--- config.mk ---
export PLATFORM = sky130hd
export DESIGN_NAME = color_fader_flat
export DESIGN_NICKNAME = d
export VERILOG_FILES = /design/src/rtl/color_pkg.sv /design/src/rtl/color_fader_if.sv /design/src/rtl/color_fader_fade_channel.sv /design/src/rtl/color_fader.sv /design/src/flat_wrapper.sv
export SDC_FILE = /design/constraint.sdc
export NUM_CORES = 1
export LEC_CHECK = 0
export ABC_CLOCK_PERIOD_IN_PS = 3200
export CAP_MARGIN = 20
export CORE_UTILIZATION = 25
export DETAILED_ROUTE_END_ITERATION = 8
export MAX_ROUTING_LAYER = met4
export PLACE_DENSITY = 0.4
export SLEW_MARGIN = 20
export SYNTH_ARGS = -nofsm -noshare
export SYNTH_HDL_FRONTEND = slang
export SYNTH_HIERARCHICAL = 1
export SYNTH_SLANG_ARGS = --single-unit
--- constraint.sdc ---
create_clock -name clk -period 3.2 [get_ports clk]
set_input_delay 0.64 -clock clk [delete_from_list [all_inputs] [get_ports clk]]
set_output_delay 0.64 -clock clk [all_outputs]
set_load 0.05 [all_outputs]
--- src/rtl/color_pkg.sv ---
// Shared color definitions for the nibble assembler and the color fader:
// channel widths, the fader state type and RGB slice helpers.
package color_pkg;

    localparam int CHAN_W  = 8;
    localparam int COLOR_W = 24;

    typedef enum logic {
        IDLE = 1'b0,
        FADE = 1'b1
    } fadeState_e;

    function automatic logic [CHAN_W-1:0] chanR(input logic [COLOR_W-1:0] color);
        return color[23:16];
    endfunction

    function automatic logic [CHAN_W-1:0] chanG(input logic [COLOR_W-1:0] color);
        return color[15:8];
    endfunction

    function automatic logic [CHAN_W-1:0] chanB(input logic [COLOR_W-1:0] color);
        return color[7:0];
    endfunction

endpackage

--- src/rtl/color_fader_if.sv ---
// Signal bundle between the color assembler / top-level FSM and the color fader.
interface color_fader_if;
    import color_pkg::*;

    logic [COLOR_W-1:0] target_color;
    logic               load;
    logic [COLOR_W-1:0] current_color;
    logic               busy;
    logic               fade_done;
    logic               pwm_r;
    logic               pwm_g;
    logic               pwm_b;

    modport master (
        output target_color, load,
        input  current_color, busy, fade_done, pwm_r, pwm_g, pwm_b
    );

    modport slave (
        input  target_color, load,
        output current_color, busy, fade_done, pwm_r, pwm_g, pwm_b
    );

endinterface

--- src/rtl/color_fader_fade_channel.sv ---
// One color channel of the fader: current/target registers, the one-LSB step
// toward the target, and the PWM compare against the shared counter.
module fade_channel
    import color_pkg::*;
(
    input  logic              clk,
    input  logic              reset,
    input  logic              load_i,
    input  logic [CHAN_W-1:0] target_i,
    input  logic              step_i,
    input  logic [CHAN_W-1:0] pwmCnt_i,
    output logic [CHAN_W-1:0] current_o,
    output logic              atTarget_o,
    output logic              pwm_o
);

    logic [CHAN_W-1:0] current_q, current_d;
    logic [CHAN_W-1:0] target_q, target_d;
    logic [CHAN_W-1:0] stepped;
    logic              pwm_q;

    always_comb begin
        stepped = current_q;
        if (current_q < target_q) begin
            stepped = current_q + CHAN_W'(1);
        end else if (current_q > target_q) begin
            stepped = current_q - CHAN_W'(1);
        end
        current_d = step_i ? stepped : current_q;
        target_d  = load_i ? target_i : target_q;
    end

    // Reports whether this channel lands on its target if the pending step is taken.
    assign atTarget_o = (stepped == target_q);

    always_ff @(posedge clk or negedge reset) begin
        if (!reset) begin
            current_q <= '0;
            target_q  <= '0;
            pwm_q     <= 1'b0;
        end else begin
            current_q <= current_d;
            target_q  <= target_d;
            pwm_q     <= (pwmCnt_i < current_q);
        end
    end

    assign current_o = current_q;
    assign pwm_o     = pwm_q;

endmodule

--- src/rtl/color_fader.sv ---
// Color fader top: latches targets on load, ramps three channels one LSB per
// step, and drives registered PWM outputs from a shared free-running counter.
module color_fader
    import color_pkg::*;
#(
    parameter int STEP_DIV = 1024
) (
    input  logic          clk,
    input  logic          reset,
    color_fader_if.slave  bus
);

    localparam int TIMER_W = (STEP_DIV > 2) ? $clog2(STEP_DIV) : 1;
    localparam logic [TIMER_W-1:0] TICK_LAST = TIMER_W'(STEP_DIV - 1);

    fadeState_e         state_q, state_d;
    logic [TIMER_W-1:0] stepTimer_q, stepTimer_d;
    logic               fadeDone_q, fadeDone_d;
    logic [CHAN_W-1:0]  pwmCnt_q;

    logic               stepTick;
    logic               doStep;
    logic [2:0]         chanAtTarget;
    logic [CHAN_W-1:0]  curR, curG, curB;
    logic [COLOR_W-1:0] currentColor;

    fade_channel uChanR (
        .clk        (clk),
        .reset      (reset),
        .load_i     (bus.load),
        .target_i   (chanR(bus.target_color)),
        .step_i     (doStep),
        .pwmCnt_i   (pwmCnt_q),
        .current_o  (curR),
        .atTarget_o (chanAtTarget[2]),
        .pwm_o      (bus.pwm_r)
    );

    fade_channel uChanG (
        .clk        (clk),
        .reset      (reset),
        .load_i     (bus.load),
        .target_i   (chanG(bus.target_color)),
        .step_i     (doStep),
        .pwmCnt_i   (pwmCnt_q),
        .current_o  (curG),
        .atTarget_o (chanAtTarget[1]),
        .pwm_o      (bus.pwm_g)
    );

    fade_channel uChanB (
        .clk        (clk),
        .reset      (reset),
        .load_i     (bus.load),
        .target_i   (chanB(bus.target_color)),
        .step_i     (doStep),
        .pwmCnt_i   (pwmCnt_q),
        .current_o  (curB),
        .atTarget_o (chanAtTarget[0]),
        .pwm_o      (bus.pwm_b)
    );

    assign currentColor = {curR, curG, curB};
    assign stepTick     = (state_q == FADE) && (stepTimer_q == TICK_LAST);

    // A load restarts the step timer, so it pre-empts a coincident step tick.
    always_comb begin
        state_d     = state_q;
        stepTimer_d = '0;
        fadeDone_d  = 1'b0;
        doStep      = 1'b0;
        if (state_q == FADE && !stepTick) begin
            stepTimer_d = stepTimer_q + TIMER_W'(1);
        end
        if (bus.load) begin
            stepTimer_d = '0;
            if (bus.target_color == currentColor) begin
                state_d    = IDLE;
                fadeDone_d = 1'b1;
            end else begin
                state_d = FADE;
            end
        end else if (stepTick) begin
            doStep = 1'b1;
            if (&chanAtTarget) begin
                state_d    = IDLE;
                fadeDone_d = 1'b1;
            end
        end
    end

    always_ff @(posedge clk or negedge reset) begin
        if (!reset) begin
            state_q     <= IDLE;
            stepTimer_q <= '0;
            fadeDone_q  <= 1'b0;
            pwmCnt_q    <= '0;
        end else begin
            state_q     <= state_d;
            stepTimer_q <= stepTimer_d;
            fadeDone_q  <= fadeDone_d;
            pwmCnt_q    <= pwmCnt_q + CHAN_W'(1);
        end
    end

    assign bus.current_color = currentColor;
    assign bus.busy          = (state_q == FADE);
    assign bus.fade_done     = fadeDone_q;

endmodule

--- src/flat_wrapper.sv ---
// flat-port wrapper written by rule: the top's interface ports become plain ports
module color_fader_flat import color_pkg::*;
#(
    parameter int STEP_DIV = 1024
)
  (clk, reset, bus_target_color, bus_load, bus_current_color, bus_busy, bus_fade_done, bus_pwm_r, bus_pwm_g, bus_pwm_b);
  color_fader_if bus_i ();
  input  logic clk;
  input  logic reset;
  input wire logic [$bits(bus_i.target_color)-1:0] bus_target_color;
  input wire logic [$bits(bus_i.load)-1:0] bus_load;
  output wire logic [$bits(bus_i.current_color)-1:0] bus_current_color;
  output wire logic [$bits(bus_i.busy)-1:0] bus_busy;
  output wire logic [$bits(bus_i.fade_done)-1:0] bus_fade_done;
  output wire logic [$bits(bus_i.pwm_r)-1:0] bus_pwm_r;
  output wire logic [$bits(bus_i.pwm_g)-1:0] bus_pwm_g;
  output wire logic [$bits(bus_i.pwm_b)-1:0] bus_pwm_b;
  assign bus_i.target_color = bus_target_color;
  assign bus_i.load = bus_load;
  assign bus_current_color = bus_i.current_color;
  assign bus_busy = bus_i.busy;
  assign bus_fade_done = bus_i.fade_done;
  assign bus_pwm_r = bus_i.pwm_r;
  assign bus_pwm_g = bus_i.pwm_g;
  assign bus_pwm_b = bus_i.pwm_b;
  color_fader #(.STEP_DIV(STEP_DIV)) u_core (.clk(clk), .reset(reset), .bus(bus_i));
endmodule
Yosys cells after proc, flatten, opt, wreduce, memory -nomap -nowiden. Cells that the tools add are included.

Add/sub/neg operators: 8. Magnitude comparators: 9. Equal/unequal tests: 5. Mux-type cells: 18. Reduce and logical (&&, ||, !) cells: 7.

Operators with widths (count): $lt 8x8->1 (6); $mux 8 (6); $add 8x1->8 const B (4); $eq 24x24->1 (1); $eq 8x8->1 (3); $gt 8x8->1 (3); $sub 8x1->8 const B (3); $mux 10 (2); $add 10x1->10 const B (1); $eq 10x10->1 const B (1); $mux 1 (10); $reduce_bool 2->1 (2); $reduce_and 3->1 (1); $logic_and 1x1->1 (2); $reduce_and 2->1 (1); $logic_not 1->1 (1).

Register bits: 71. Input port bits: 27. Output and inout bits: 29. Logic and storage cells: 60.

Logic depth before layout (Yosys ltp). Gate-level depths: netlist of the first run.

Depth in word-level cells: 8. Gate-level depth with buffers: 15. Gate-level depth less buffers: 14.

Hierarchy. Netlist of the first run, hierarchy kept.

By module, submodules not included: fade_channel at u_core.uChanG ... (instances 2, cells each 168, area each 1490.2 um^2, seq. area each 425.4 um^2); fade_channel at u_core.uChanB (instances 1, cells each 193, area each 1674.1 um^2, seq. area each 425.4 um^2); color_fader (instances 1, cells each 109, area each 1132.3 um^2, seq. area each 500.5 um^2).

Worst setup path after synthesis of the first run. No wires, ideal clock.

Path type: reg-to-reg. Start: register u_core.uChanR.current_q[1], in the netlist u_core/uChanR/current_o[1]. End: register u_core.state_q, in the netlist u_core/bus.busy. Library setup time: 0.119 ns. Arrival: 3.439 ns. Required time: 3.081 ns. Slack: -0.358 ns. Cell stages (with the launch flop): 14. Path buffers: 0. Period minus slack after synthesis: 3.558 ns. Path through: dfrtp_1 > ha_1 > nor2b_4 > o211ai_2 > a21oi_2 > or4_4 > o22ai_2 > nor2_1 > or4b_4 > nor4_2 > and3_1 > nand4_1 > a21oi_1 > o21ba_1.

Word-level cells in the longest chain between the ends: 7. Elaborated cells between the ends (all ways): 13. Classes of those cells: add/sub (2); order compare (2); eq/ne (2); mux (4); reduce/logical (3).

Ends and longest elaborated chain: start, declared (RTL line color_fader_fade_channel.sv:17) `logic [CHAN_W-1:0] current_q, current_d;`; start signal, assigned (RTL line color_fader_fade_channel.sv:42) `current_q <= current_d;`; $sub 8x1->8 or $gt 8x8->1 (tied branches) (RTL line color_fader_fade_channel.sv:27, color_fader_fade_channel.sv:26); $mux 8 (RTL line color_fader_fade_channel.sv:26) `end else if (current_q > target_q) begin`; $mux 8 * (RTL line color_fader_fade_channel.sv:24) `if (current_q < target_q) begin`; $eq 8x8->1 * (RTL line color_fader_fade_channel.sv:34) `assign atTarget_o = (stepped == target_q);`; named net u_core.chanAtTarget[2] (RTL line color_fader.sv:23) `logic [2:0] chanAtTarget;`; $reduce_and 3->1 * (RTL line color_fader.sv:85) `if (&chanAtTarget) begin`; $reduce_bool 2->1 (no source line) *; $reduce_and 2->1 (no source line) *; end signal, assigned (RTL line color_fader.sv:99) `state_q <= state_d;`; end, declared (RTL line color_fader.sv:16) `fadeState_e state_q, state_d;`.

The timed path passes the listed nets; every way through them passes the cells marked *. A chain may end at the register's enable or synchronous reset.

Worst setup path in the final report of the first run. Ends and elaborated chain as after synthesis.

==> impl_metrics.env, run 1 <==
export IMPL_syn_area_per_cell_um2=9.07
export IMPL_fin_crit_sh_pct=103
export IMPL_yosys_most_used_dff="dfrtp_1"
export IMPL_r2r_cells=13
export IMPL_switching_share_pct=28.9
export IMPL_routed_wl_mm=17.5
export IMPL_antenna_cells=0
export IMPL_endpoint_kind="register"
export IMPL_overflow=0
export IMPL_grt_pass1_vias=5289
export IMPL_synth_edf_count=0
export IMPL_fillers=2334
export IMPL_cts_root_buf="clkbuf_16"
export IMPL_viasPerCell=4.83
export IMPL_hold_buffers=0
export IMPL_power_frac_seq_pct=38.3
export IMPL_max_clock_freq_ghz=0.304
export IMPL_ir_worst_vdd_uv=214
export IMPL_clkSlewWorstSetupHoldPaths_ns=0.06
export IMPL_p_int_mw=1.76
export IMPL_p_comb_share_pct=19.2
export IMPL_core_area_um2=22600
export IMPL_worstPathArrival_ns=3.53
export IMPL_drc=0
export IMPL_ant_nets=0
export IMPL_ys_warn_count=6
export IMPL_yosys_area_top_type="dfrtp_1"
export IMPL_dp_cells=1046
export IMPL_clock_path_buffers=2
export IMPL_io_pins=56
export IMPL_cts_tree="yes"
export IMPL_detail_route_wl_per_cell_um=16.4
export IMPL_post_dp_hpwl_mm=13.6
export IMPL_place_congestion=0.863
export IMPL_area_growth_pct=34.6
export IMPL_finalNonFillerCells=1066
export IMPL_holdWs_ns=0.326
export IMPL_pre_cts_slack_ns=-0.173
export IMPL_yosysTopAreaCellShare_pct=30.7
export IMPL_rsz0062_at_grt="true"
export IMPL_worstSetupPathType="reg -> reg"
export IMPL_worst_slew_pin_slew_ns=0.713
export IMPL_ctsHtreeMaxLevel=3
export IMPL_crit_path_max_fanout=5
export IMPL_reg2reg_slack_ns=-0.09
export IMPL_portBuffers=55
export IMPL_grt_max_degree=72
export IMPL_powerDensity_nw_per_um2=319
export IMPL_grt_pass1_wl_mm=28.5
export IMPL_synth_seq_cells=71
export IMPL_firstDrtPassIters=6
export IMPL_post_route_min_period_ns=3.29
export IMPL_cts_sinks=71
export IMPL_p_switching_uw=717
export IMPL_drive_gt1_share_pct=26.4
export IMPL_initial_core_util_pct=25.6
export IMPL_status="finished with violations"
export IMPL_ys_types=68
export IMPL_dieHeight_um=154
export IMPL_start_kind="register"
export IMPL_hold_path_class="in -> async"
export IMPL_grt_usage_pct=15.9
export IMPL_syn_area_um2=5790
export IMPL_antenna_found_initial=0
export IMPL_setup_ws_ns=-0.0919
export IMPL_violations="negative setup slack"
export IMPL_tns_ns=-0.0919
export IMPL_synthCells=638
export IMPL_setup_viol=1
export IMPL_rows=55
export IMPL_r2r_end="u_core/bus.busy"
export IMPL_vias=5149
export IMPL_synth_fp_nets=718
export IMPL_cap_violations=0
export IMPL_synth_async_sr_flop_share_pct=100
export IMPL_cts_buffers=9
export IMPL_power_leakage_nw=3.26
export IMPL_drt_iter0_drc=249
export IMPL_clkLatencyLatePin_ns=0.35
export IMPL_synth_area_leaders="dfrtp_1 31%, ha_1 11%, xnor2_1 11%"
export IMPL_critical_path_required_ns=3.44
export IMPL_die_area_um2=23800
export IMPL_yosysSeqAreaShare_pct=30.7
export IMPL_drv_slew=0
export IMPL_fp_dieW_um=154
export IMPL_nNetsFinal=856
export IMPL_reg2reg_from="u_core/uChanR/current_o[1]"
export IMPL_finalClockSkew_ns=0.00619
export IMPL_hold_viol_final=0
export IMPL_post_route_util_pct=34.4
export IMPL_pwr_share_clk_pct=42.5
export IMPL_slew_headroom_pct=52.5
## synth_stat cells, drive strengths merged (9+ instances only)
library cell / instances
dfrtp: 71
nand2: 71
xnor2: 70
ha: 53
inv: 53
o21ai: 35
nor2: 34
nand3: 25
xor2: 22
a21oi: 19
clkbuf: 17
a21o: 16
nor3: 15
nand4: 14
and3: 9
nor2b: 9
## area by class of cell
type                    count  area (um2)  area share (%)
clock buffers              10         229            2.94
clock inverters             6        70.1           0.900
inverters                  53         204            2.62
multi-input cells         493        3880            49.8
flip-flops and latches     71        1800            23.2
well taps                 285         357            4.58
repair buffers            148        1240            16.0
## metal layers
layer / vias up / routed length (um) / track usage, %
met4: 0 / 520 / 6.57
met1: 2503 / 8310 / 20.3
met3: 24 / 565 / 2.62
met5: - / 0 / -
li1: 2532 / - / -
met2: 90 / 8100 / 24.8
## flip-flops by register name, summed over array words and instances, names as in the netlist, 8 cells and up
signal                   cells
u_core/uChanB/current_o      8
u_core/uChanR/target_q       8
u_core/uChanG/target_q       8
u_core/uChanB/target_q       8
u_core/uChanG/current_o      8
u_core/pwmCnt_q              8
u_core/stepTimer_q          10
u_core/uChanR/current_o      8
## power by group through the flow
stage,Combinational [mW],Sequential [mW],Clock (mW)
after floorplan,0.254,0.967,0
after global placement,0.458,0.966,0
after detailed placement,0.456,0.967,0
after CTS,0.469,0.951,1.09
after global routing,0.524,0.954,1.13
final,0.477,0.951,1.05
## critical path, stage by stage (launching register included)
cell      delay [ns]
dfrtp_4         0.48
ha_4            0.22
nor2b_4         0.12
o211ai_2        0.18
a21oi_4         0.10
or4_4           0.54
o22ai_4         0.17
nor2_1          0.06
or4b_4          0.53
nor4_4          0.17
and3_4          0.23
nand4_1         0.09
a21oi_1         0.14
o21ba_1         0.15
## cell usage in the layout (no fill, tap or decap), drive strengths merged, types with 4 or more instances in the layout
master	instances
nand2	71
buf	95
a31oi	4
and3	9
nor4	7
o22ai	7
o21ai	35
nand2b	5
a211oi	8
or4	5
xnor2	70
nor3	15
a2bb2oi	4
mux2	6
o221ai	8
a21oi	19
dfrtp	71
nor2	34
nor2b	9
o2111ai	4
nand4	14
o211ai	8
clkdlybuf4s50	53
inv	54
a21o	16
clkbuf	10
nand3	25
xor2	22
ha	53
## logic make-up after synthesis
family | after synthesis | synth area share [%]
flops | 71 | 30.7
simple gates | 205 | 18.6
buf+inv | 74 | 5.77
fa+ha+maj | 53 | 11.5
xor+xnor | 92 | 13.9
mux | 9 | 1.69
compound gates | 134 | 17.9
## worst max-delay path by stage
stage / startpoint / to / slack, ns / cells after the start
after CTS: u_core/uChanR/current_o[1] / u_core/bus.busy / -0.12 / 14
after global placement: u_core/uChanB/target_q[7] / u_core/bus.busy / -0.11 / 14
after global routing: u_core/uChanG/current_o[1] / u_core/bus.busy / -0.25 / 13
after detailed placement: u_core/uChanR/target_q[1] / u_core/bus.busy / -0.17 / 14
after floorplan: u_core/uChanR/current_o[1] / u_core/bus.busy / -0.02 / 13
final: u_core/uChanR/current_o[1] / u_core/bus.busy / -0.09 / 13
## timing repair
item / in CTS / in global routing
resized for setup: 8 / 19
endpoints found under the setup margin: 1 / 2
buffers inserted: 1 / 3
pin swaps: 7 / 6
## metrics by stage
stage	area (um2)	total power, mW
floorplan	5910	1.22
global placement	7330	1.42
detailed placement	7330	1.42
CTS	7680	2.51
global route	7790	2.60
finish	7790	2.48
Power figures use the tool's default switching activity.
==> inputs of run 2 (changes only) <==
- CTS_CLUSTER_DIAMETER: unset -> 60
- REMOVE_ABC_BUFFERS: unset -> 1
==> run 2 against run 1 <==
The run still ends with negative setup slack left; combinational power fell by 3%; count of clock-buffer cells in the layout down 1; global-route usage up 0.29 points; sequential share of layout area is 0.31 points higher; critical endpoint unchanged.
==> impl_metrics.env, run 2 (synthesis results as in run 1) <==
export IMPL_status="finished with violations"
export IMPL_violations="negative setup slack"
export IMPL_grt_max_degree=72
export IMPL_ir_worst_vdd_uv=217
export IMPL_cts_buffers=9
export IMPL_clock_path_buffers=2
export IMPL_io_pins=56
export IMPL_ant_nets=0
export IMPL_dieHeight_um=154
export IMPL_endpoint_kind="register"
export IMPL_grt_pass1_vias=5290
export IMPL_ctsHtreeMaxLevel=3
export IMPL_drv_slew=0
export IMPL_clkSlewWorstSetupHoldPaths_ns=0.06
export IMPL_regMostFlops="u_core/stepTimer_q"
export IMPL_core_area_um2=22600
export IMPL_cts_tree="yes"
export IMPL_hold_path_class="in -> async"
export IMPL_initial_core_util_pct=25.6
export IMPL_critical_path_required_ns=3.45
export IMPL_hold_viol_final=0
export IMPL_cpMaxStageDelayCell="or4_4"
export IMPL_routed_wl_mm=17.5
export IMPL_met2_length_mm=7.70
export IMPL_mostFrequentLayoutCell="buf_4"
export IMPL_rows=55
export IMPL_fp_dieW_um=154
export IMPL_worst_slew_pin_slew_ns=0.773
export IMPL_wl_met3_um=609
export IMPL_overflow=0
export IMPL_crit_top_cell="a21oi_2"
export IMPL_fin_crit_sh_pct=103
export IMPL_final_cell_mix="91 x buf_4, 71 x nand2_1, 71 x dfrtp_1"
export IMPL_worstPathArrival_ns=3.56
export IMPL_area_growth_pct=30.8
export IMPL_post_route_util_pct=33.4
export IMPL_detail_route_wl_per_cell_um=16.4
export IMPL_place_congestion=0.877
export IMPL_fillers=2273
export IMPL_portBuffers=55
export IMPL_cts_root_buf="clkbuf_16"
export IMPL_setup_ws_ns=-0.110
export IMPL_vias=5050
export IMPL_cap_violations=0
export IMPL_nNetsFinal=854
export IMPL_post_dp_hpwl_mm=13.3
export IMPL_antenna_cells=0
export IMPL_drt_iter0_drc=242
export IMPL_power_leakage_nw=3.25
export IMPL_firstDrtPassIters=4
export IMPL_largest_register_ffs=10
export IMPL_routed_top_layer="met4"
export IMPL_path_depth=13
export IMPL_start_kind="register"
export IMPL_slowest_delay_ns=0.54
export IMPL_powerDensity_nw_per_um2=318
export IMPL_viasPerCell=4.75
export IMPL_wl_met1_mm=8.87
export IMPL_path_delay_family="simple AND/OR/NAND/NOR gates"
export IMPL_holdWs_ns=0.261
export IMPL_antenna_found_initial=0
export IMPL_finalClockSkew_ns=0.00655
export IMPL_setup_viol=1
export IMPL_grt_usage_pct=16.2
export IMPL_drc=0
export IMPL_post_route_min_period_ns=3.31
export IMPL_final_area_um2=7570
export IMPL_crit_path_max_fanout=4
export IMPL_hold_buffers=0
export IMPL_power_mw=2.41
export IMPL_cts_sinks=71
export IMPL_placed_area_um2=7200
export IMPL_worstSetupPathType="reg -> reg"
export IMPL_grt_pass1_wl_mm=28.9
export IMPL_r2r_cells=13
export IMPL_drive_gt1_share_pct=21.6
export IMPL_die_area_um2=23800
export IMPL_path_buf_inv=0
export IMPL_max_clock_freq_ghz=0.302
export IMPL_slew_headroom_pct=48.5
export IMPL_clkLatencyLatePin_ns=0.36
export IMPL_rsz0062_at_grt="true"
export IMPL_path_cells="ha_1 > nor2b_4 > o211ai_2 > a21oi_2 > or4_4 > o22ai_4 > nor2_1 > or4b_4 > nor4_4 > and3_4 > nand4_1 > a21oi_2 > o21ba_1"
==> run 2: final timing paths <==
kind	start	to	slack, ns
max	u_core/uChanR/current_o[1]	u_core/bus.busy	-0.11
min	reset	u_core/uChanB/target_q[4]	0.26
max reg2reg	u_core/uChanR/current_o[1]	u_core/bus.busy	-0.11
min reg2reg	u_core/stepTimer_q[0]	u_core/stepTimer_q[0]	0.50
max in group asynchronous	reset	u_core/uChanR/current_o[0]	2.35
min in group clk	u_core/stepTimer_q[0]	u_core/stepTimer_q[0]	0.50
==> run 2: layer usage <==
layer  vias to the layer above  global-route usage [%]
li1                       2529                       -
met1                      2416                    21.7
met2                        88                    24.8
met3                        17                    2.31
met4                         0                    5.38
met5                         -                       -
==> run 2: layout make-up <==
type	count	area (um2)	area share, %
clock buffer	9	225	2.97
tap	285	357	4.71
inverter	53	199	2.63
sequential	71	1780	23.5
clock inverter	7	55.1	0.727
timing repair buffer	146	1230	16.2
multi-input combinational	493	3730	49.2
==> run 2: per-stage QoR <==
stage	worst slack (ns)	instances	setup TNS (ns)
2_1_floorplan	-0.358	617	-0.423
3_3_place_gp	-0.123	1043	-0.123
3_5_place_dp	-0.210	1043	-0.210
4_1_cts	-0.134	1063	-0.134
5_1_grt	-0.264	1064	-0.267
6_report	-0.110	1064	-0.110
==> run 2: repair_timing <==
item                       in CTS  in global routing
setup buffers                   4                  1
setup endpoints to repair       1                  2
pin swaps                       8                  4
resized for setup               8                  6
==> run 2: where the power goes <==
part	switching, mW	leakage (nW)	internal (mW)
sequential	0.0215	0.883	0.928
combinational	0.246	2.24	0.219
clock	0.459	0.133	0.533
